### config.mk
export PLATFORM = sky130hd
export DESIGN_NAME = io_timing_harness
export DESIGN_NICKNAME = d
export VERILOG_FILES = /design/src/rtl/io_timing_harness.sv
export SDC_FILE = /design/constraint.sdc
export NUM_CORES = 1
export LEC_CHECK = 0
export ABC_CLOCK_PERIOD_IN_PS = 2200
export BUFFER_PORTS_ARGS = -buffer_cell sky130_fd_sc_hd__buf_2
export CAP_MARGIN = 15
export CORE_UTILIZATION = 45
export CTS_CLUSTER_DIAMETER = 80
export DETAILED_ROUTE_END_ITERATION = 8
export GPL_TIMING_DRIVEN = 0
export PLACE_DENSITY = 0.66
export SETUP_SLACK_MARGIN = 0.3
export SLEW_MARGIN = 20
export SYNTH_ARGS = -nofsm -noshare
export SYNTH_HDL_FRONTEND = slang
export SYNTH_SLANG_ARGS = --single-unit
### constraint.sdc
create_clock -name Clk -period 2.2 [get_ports Clk]
set_clock_uncertainty 0.15 [all_clocks]
set_input_delay 0.33 -clock Clk [delete_from_list [all_inputs] [get_ports Clk]]
set_output_delay 0.33 -clock Clk [all_outputs]
set_load 0.01 [all_outputs]
### src/rtl/io_timing_harness.sv
// Pin-limited harness around an NCH-channel PE array: serial beats are
// deserialised into load words, store words are folded down to PIN_W bits.
module io_timing_harness #(
  parameter int unsigned DWIDTH = 32,
  parameter int unsigned PIN_W  = 8,
  parameter int unsigned NCH    = 2
) (
  input  logic                    Clk,
  input  logic                    Resetn,
  input  logic [PIN_W-1:0]        D_in,
  input  logic                    D_in_valid,
  output logic                    D_in_ready,
  input  logic [1:0]              Mode,
  input  logic                    PE_Array_Busy,
  output logic [NCH*DWIDTH-1:0]   Load_Data,
  output logic [NCH-1:0]          Load_Strobe,
  input  logic [NCH*DWIDTH-1:0]   Store_Data,
  output logic [PIN_W-1:0]        D_out,
  output logic                    D_out_valid
);

  localparam int unsigned BEATS = DWIDTH / PIN_W;
  localparam int unsigned CNT_W = $clog2(BEATS);
  localparam int unsigned PTR_W = (NCH > 1) ? $clog2(NCH) : 1;
  localparam int unsigned SH_W  = DWIDTH - PIN_W;

  localparam logic [0:0] ST_SHIFT = 1'b0;
  localparam logic [0:0] ST_HOLD  = 1'b1;

  logic [0:0]        state_q, state_d;
  logic [SH_W-1:0]   sh_q;
  logic [CNT_W-1:0]  cnt_q;
  logic [PTR_W-1:0]  ptr_q;
  logic [DWIDTH-1:0] hold_q;

  logic [DWIDTH-1:0] word_c;
  logic [DWIDTH-1:0] commit_word_c;
  logic              accept_c;
  logic              last_c;
  logic              commit_c;
  logic              hold_load_c;

  // Only the low DWIDTH-PIN_W bits of the shifter are ever re-read, so only those are stored.
  assign D_in_ready = (state_q == ST_SHIFT);
  assign accept_c   = D_in_valid & D_in_ready;
  assign word_c     = {sh_q, D_in};
  assign last_c     = accept_c & (cnt_q == CNT_W'(BEATS - 1));

  // Next-state and commit decision
  always_comb begin
    state_d       = state_q;
    commit_c      = 1'b0;
    hold_load_c   = 1'b0;
    commit_word_c = word_c;
    case (state_q)
      ST_SHIFT: begin
        if (last_c) begin
          if (PE_Array_Busy) begin
            hold_load_c = 1'b1;
            state_d     = ST_HOLD;
          end else begin
            commit_c = 1'b1;
          end
        end
      end
      ST_HOLD: begin
        commit_word_c = hold_q;
        if (!PE_Array_Busy) begin
          commit_c = 1'b1;
          state_d  = ST_SHIFT;
        end
      end
      default: state_d = ST_SHIFT;
    endcase
  end

  always_ff @(posedge Clk or negedge Resetn) begin
    if (!Resetn) state_q <= ST_SHIFT;
    else         state_q <= state_d;
  end

  // Deserialiser, hold register and load-port commit
  always_ff @(posedge Clk or negedge Resetn) begin
    if (!Resetn) begin
      sh_q        <= '0;
      cnt_q       <= '0;
      ptr_q       <= '0;
      hold_q      <= '0;
      Load_Data   <= '0;
      Load_Strobe <= '0;
    end else begin
      Load_Strobe <= '0;
      if (accept_c) begin
        sh_q  <= word_c[SH_W-1:0];
        cnt_q <= last_c ? '0 : cnt_q + CNT_W'(1);
      end
      if (hold_load_c) hold_q <= word_c;
      if (commit_c) begin
        for (int unsigned c = 0; c < NCH; c++) begin
          if (Mode[0] || (ptr_q == PTR_W'(c))) begin
            Load_Data[c*DWIDTH +: DWIDTH] <= commit_word_c;
            Load_Strobe[c]                <= 1'b1;
          end
        end
        if (!Mode[0]) ptr_q <= (ptr_q == PTR_W'(NCH - 1)) ? '0 : ptr_q + PTR_W'(1);
      end
    end
  end

  logic [NCH-1:0][PIN_W-1:0] fold_c;
  logic [NCH-1:0][PIN_W-1:0] s1_q;
  logic                      op_q;
  logic                      vld1_q;
  logic [PIN_W-1:0]          red_c;

  // Stage 1: fold each channel's BEATS slices
  always_comb begin
    fold_c = '0;
    for (int unsigned c = 0; c < NCH; c++) begin
      fold_c[c] = Store_Data[c*DWIDTH +: PIN_W];
      for (int unsigned b = 1; b < BEATS; b++) begin
        fold_c[c] = Mode[1] ? (fold_c[c] ^ Store_Data[c*DWIDTH + b*PIN_W +: PIN_W])
                            : (fold_c[c] & Store_Data[c*DWIDTH + b*PIN_W +: PIN_W]);
      end
    end
  end

  // Stage 2: fold across channels with the op captured alongside stage 1
  always_comb begin
    red_c = s1_q[0];
    for (int unsigned c = 1; c < NCH; c++) begin
      red_c = op_q ? (red_c ^ s1_q[c]) : (red_c & s1_q[c]);
    end
  end

  always_ff @(posedge Clk or negedge Resetn) begin
    if (!Resetn) begin
      s1_q        <= '0;
      op_q        <= 1'b0;
      vld1_q      <= 1'b0;
      D_out       <= '0;
      D_out_valid <= 1'b0;
    end else begin
      s1_q        <= fold_c;
      op_q        <= Mode[1];
      vld1_q      <= ~PE_Array_Busy;
      D_out       <= red_c;
      D_out_valid <= vld1_q;
    end
  end

endmodule

==> flow_summary.json <==
{
  "status": "complete, no violations",
  "dp_hpwl_um": 10630,
  "min_from": "D_in[7]",
  "power.density_nw_per_um2": 1168,
  "core-area_um2": 15370,
  "ir_drop_v": 0.0006943,
  "fmax_ghz": 0.5318,
  "drc_errors": 0,
  "min_period_ps": 1881,
  "drive_above_1_share_pct": 71.08,
  "rr_endpoint": "Load_Data[32]",
  "tightest_slew_ps": 602.2,
  "clk_pin_slew_ps": 60,
  "ys_types": 17,
  "syn_area_um2": 7189,
  "critPathMaxFanout": 10,
  "regToRegSetupSlack_ps": 380,
  "grt_start_max_net_pins": 81,
  "path_cells": "clkbuf_4 -> buf_12 -> buf_12 -> mux2_4 -> ha_4 -> mux2_4 -> ha_4 -> mux2_4",
  "worstSetupEndpointType": "register",
  "synthSimpleGateAreaFrac_pct": 1.131,
  "fillers": 1201,
  "ys_warn_count": 0,
  "critPathRequiredTime_ps": 2340,
  "leakage_nw": 4.460,
  "slew_viol_final": 0,
  "io_buffers": 153,
  "fp-row-count": 45,
  "cp.arrival_ps": 2020,
  "fin_crit_sh_pct": 85.48,
  "die_x_um": 128.4,
  "synthAdderAreaFrac_pct": 9.920,
  "report.final.setup_viol": 0,
  "rsz0062_at_grt": "no",
  "power.total_mw": 11.20,
  "nets": 774,
  "wl_per_cell_um": 16.72,
  "track_usage_pct": 19.03,
  "synth_top_family_by_area": "multiplexers",
  "fp.dieH_um": 128.4,
  "initial_utilization_pct": 46.77,
  "synth_cells": 455,
  "wirelength_um": 14400,
  "rr_worst_depth": 6,
  "synthMuxAreaShare_pct": 32.89,
  "ys_ff_latch": 153,
  "place.gp.congestion": 0.7042,
  "yosysSeqAreaShare_pct": 53.25,
  "grt_overflow": 0,
  "cts_buffers": 17,
  "num_antenna_cells": 0,
  "slowest_delay_ps": 310,
  "vias": 4297,
  "clock_latency_ps": 410,
  "path_class": "in2reg",
  "io_pins": 154,
  "r2r-start": "cnt_q[0]",
  "grt_pass1_wl_um": 23720,
  "cts_tree": "done",
  "cts.path.max_buffers": 2,
  "drt_pass1_iterations": 4,
  "synthXorXnorAreaFrac_pct": 0.1218,
  "area_growth_pct": 33.43,
  "place_inst": 820,
  "crit_slowest_cell": "mux2_4",
  "antenna_found_initial": 0,
  "drt_iter0_drc": 102,
  "finalHoldViolations": 0,
  "floorplan.die_area_um2": 16490,
  "startpoint_type": "input port",
  "clkSinkCount": 153,
  "routed_via_density": 4.991,
  "synth_area_per_cell_um2": 15.80,
  "hp-class": "in2reg",
  "critPathLaunch": "Mode[1]",
  "whs_endpoint": "hold_q[7]",
  "placed_area_um2": 8906,
  "syn_nets": 590,
  "cts-root-buf": "clkbuf_16",
  "min_path_cells": 2,
  "pre_cts_slack_ps": -198.2,
  "finalInstanceArea_um2": 9593,
  "crit_path_frequent_cell": "mux2_4",
  "htree_levels": 4,
  "max-slew-margin-rel_pct": 59.85,
  "ant_nets": 0,
  "synth_compound_area_share_pct": 0.2262,
  "max_cap_viol_count": 0,
  "grt_pass1_vias": 4601,
  "finalNonFillerCells": 861,
  "fin_tns_setup_ps": 0,
  "setup_slack_ps": 319.4
}
==> layout make-up <==
cell class	instances	area, um^2	share of cell area [%]
Tap cell	211	264.0	2.752
Timing Repair Buffer	165	893.4	9.313
Inverter	2	7.507	0.07826
Clock inverter	9	98.84	1.030
Buffer	22	239.0	2.491
Sequential cell	153	3830	39.92
Multi-Input combinational cell	278	3790	39.51
Clock buffer	21	470.5	4.904
==> registers in the layout, summed over array words and instances (netlist names), 2 cells and up <==
register	cells
s1_q	16
D_out	8
hold_q	32
Load_Strobe	2
cnt_q	2
Load_Data	64
sh_q	24
==> metrics by stage <==
stage | hold slack (ps) | utilization [%]
2_1_floorplan | -115.6 | -
3_5_place_dp | 186.4 | 57.94
5_1_grt | 16.98 | 62.41
6_report | 17.42 | 62.41
4_1_cts | 12.07 | 62.28
3_3_place_gp | 183.7 | 57.70
==> Yosys cell counts (all sizes together) <==
cell	instances	share of area, %
dfrtp	153	53
inv	2	0.10
buf	17	2.1
nor2	3	0.16
ha	57	9.9
mux2	210	33
xor2	1	0.12
clkbuf	5	0.26
nor3	3	0.52
nor2b	2	0.21
nand3	1	0.24
a21oi	1	0.23
==> critical path, delay by kind of cell <==
family | cells | cell delay (ps)
mux | 3 | 850
buf+inv | 3 | 410
fa+ha+maj | 2 | 420
==> how the worst max path moves through the flow <==
stage               end  slack (ps)
4_1_cts         s1_q[9]         310
3_3_place_gp   s1_q[13]       -1440
3_5_place_dp    s1_q[9]        -200
2_1_floorplan  s1_q[11]         110
5_1_grt         s1_q[8]         310
6_report        s1_q[9]         320
==> cells by family after synthesis <==
family	after synthesis
compound gates	1
xor+xnor	1
fa+ha+maj	57
buf+inv	24
flops	153
mux	210
simple gates	9
==> what timing repair did <==
item                                    4_1_cts  5_1_grt
hold buffers                                  2        0
gates resized for setup                       4        6
endpoints found under the hold margin        80        0
buffers inserted                              9        0
endpoints found under the setup margin       64       34
pin swaps                                     2        0
==> layout by cell type, fill, tap and decap left out, types with 4 or more instances in the layout <==
cell type and count:
buf_6 10, ha_4 37, mux2_2 168, mux2_1 4
mux2_4 38, clkinv_2 6, clkbuf_8 5, dfrtp_1 152
buf_2 154, clkbuf_16 17, ha_1 20, buf_4 10
==> where the power goes <==
part	switching [mW]	internal (mW)
registers	0.644	4.00
clock network	1.06	1.74
logic	1.62	2.14
total	3.33	7.88
==> metal layers <==
metal	vias up	part of all wire, %	track usage, %
li1	2020	-	-
met1	2162	45	25.16
met2	104	49	30.65
met3	11	4.7	4.990
met4	0	1.1	6.021
met5	-	0	0
Power figures use the tool's default switching activity.
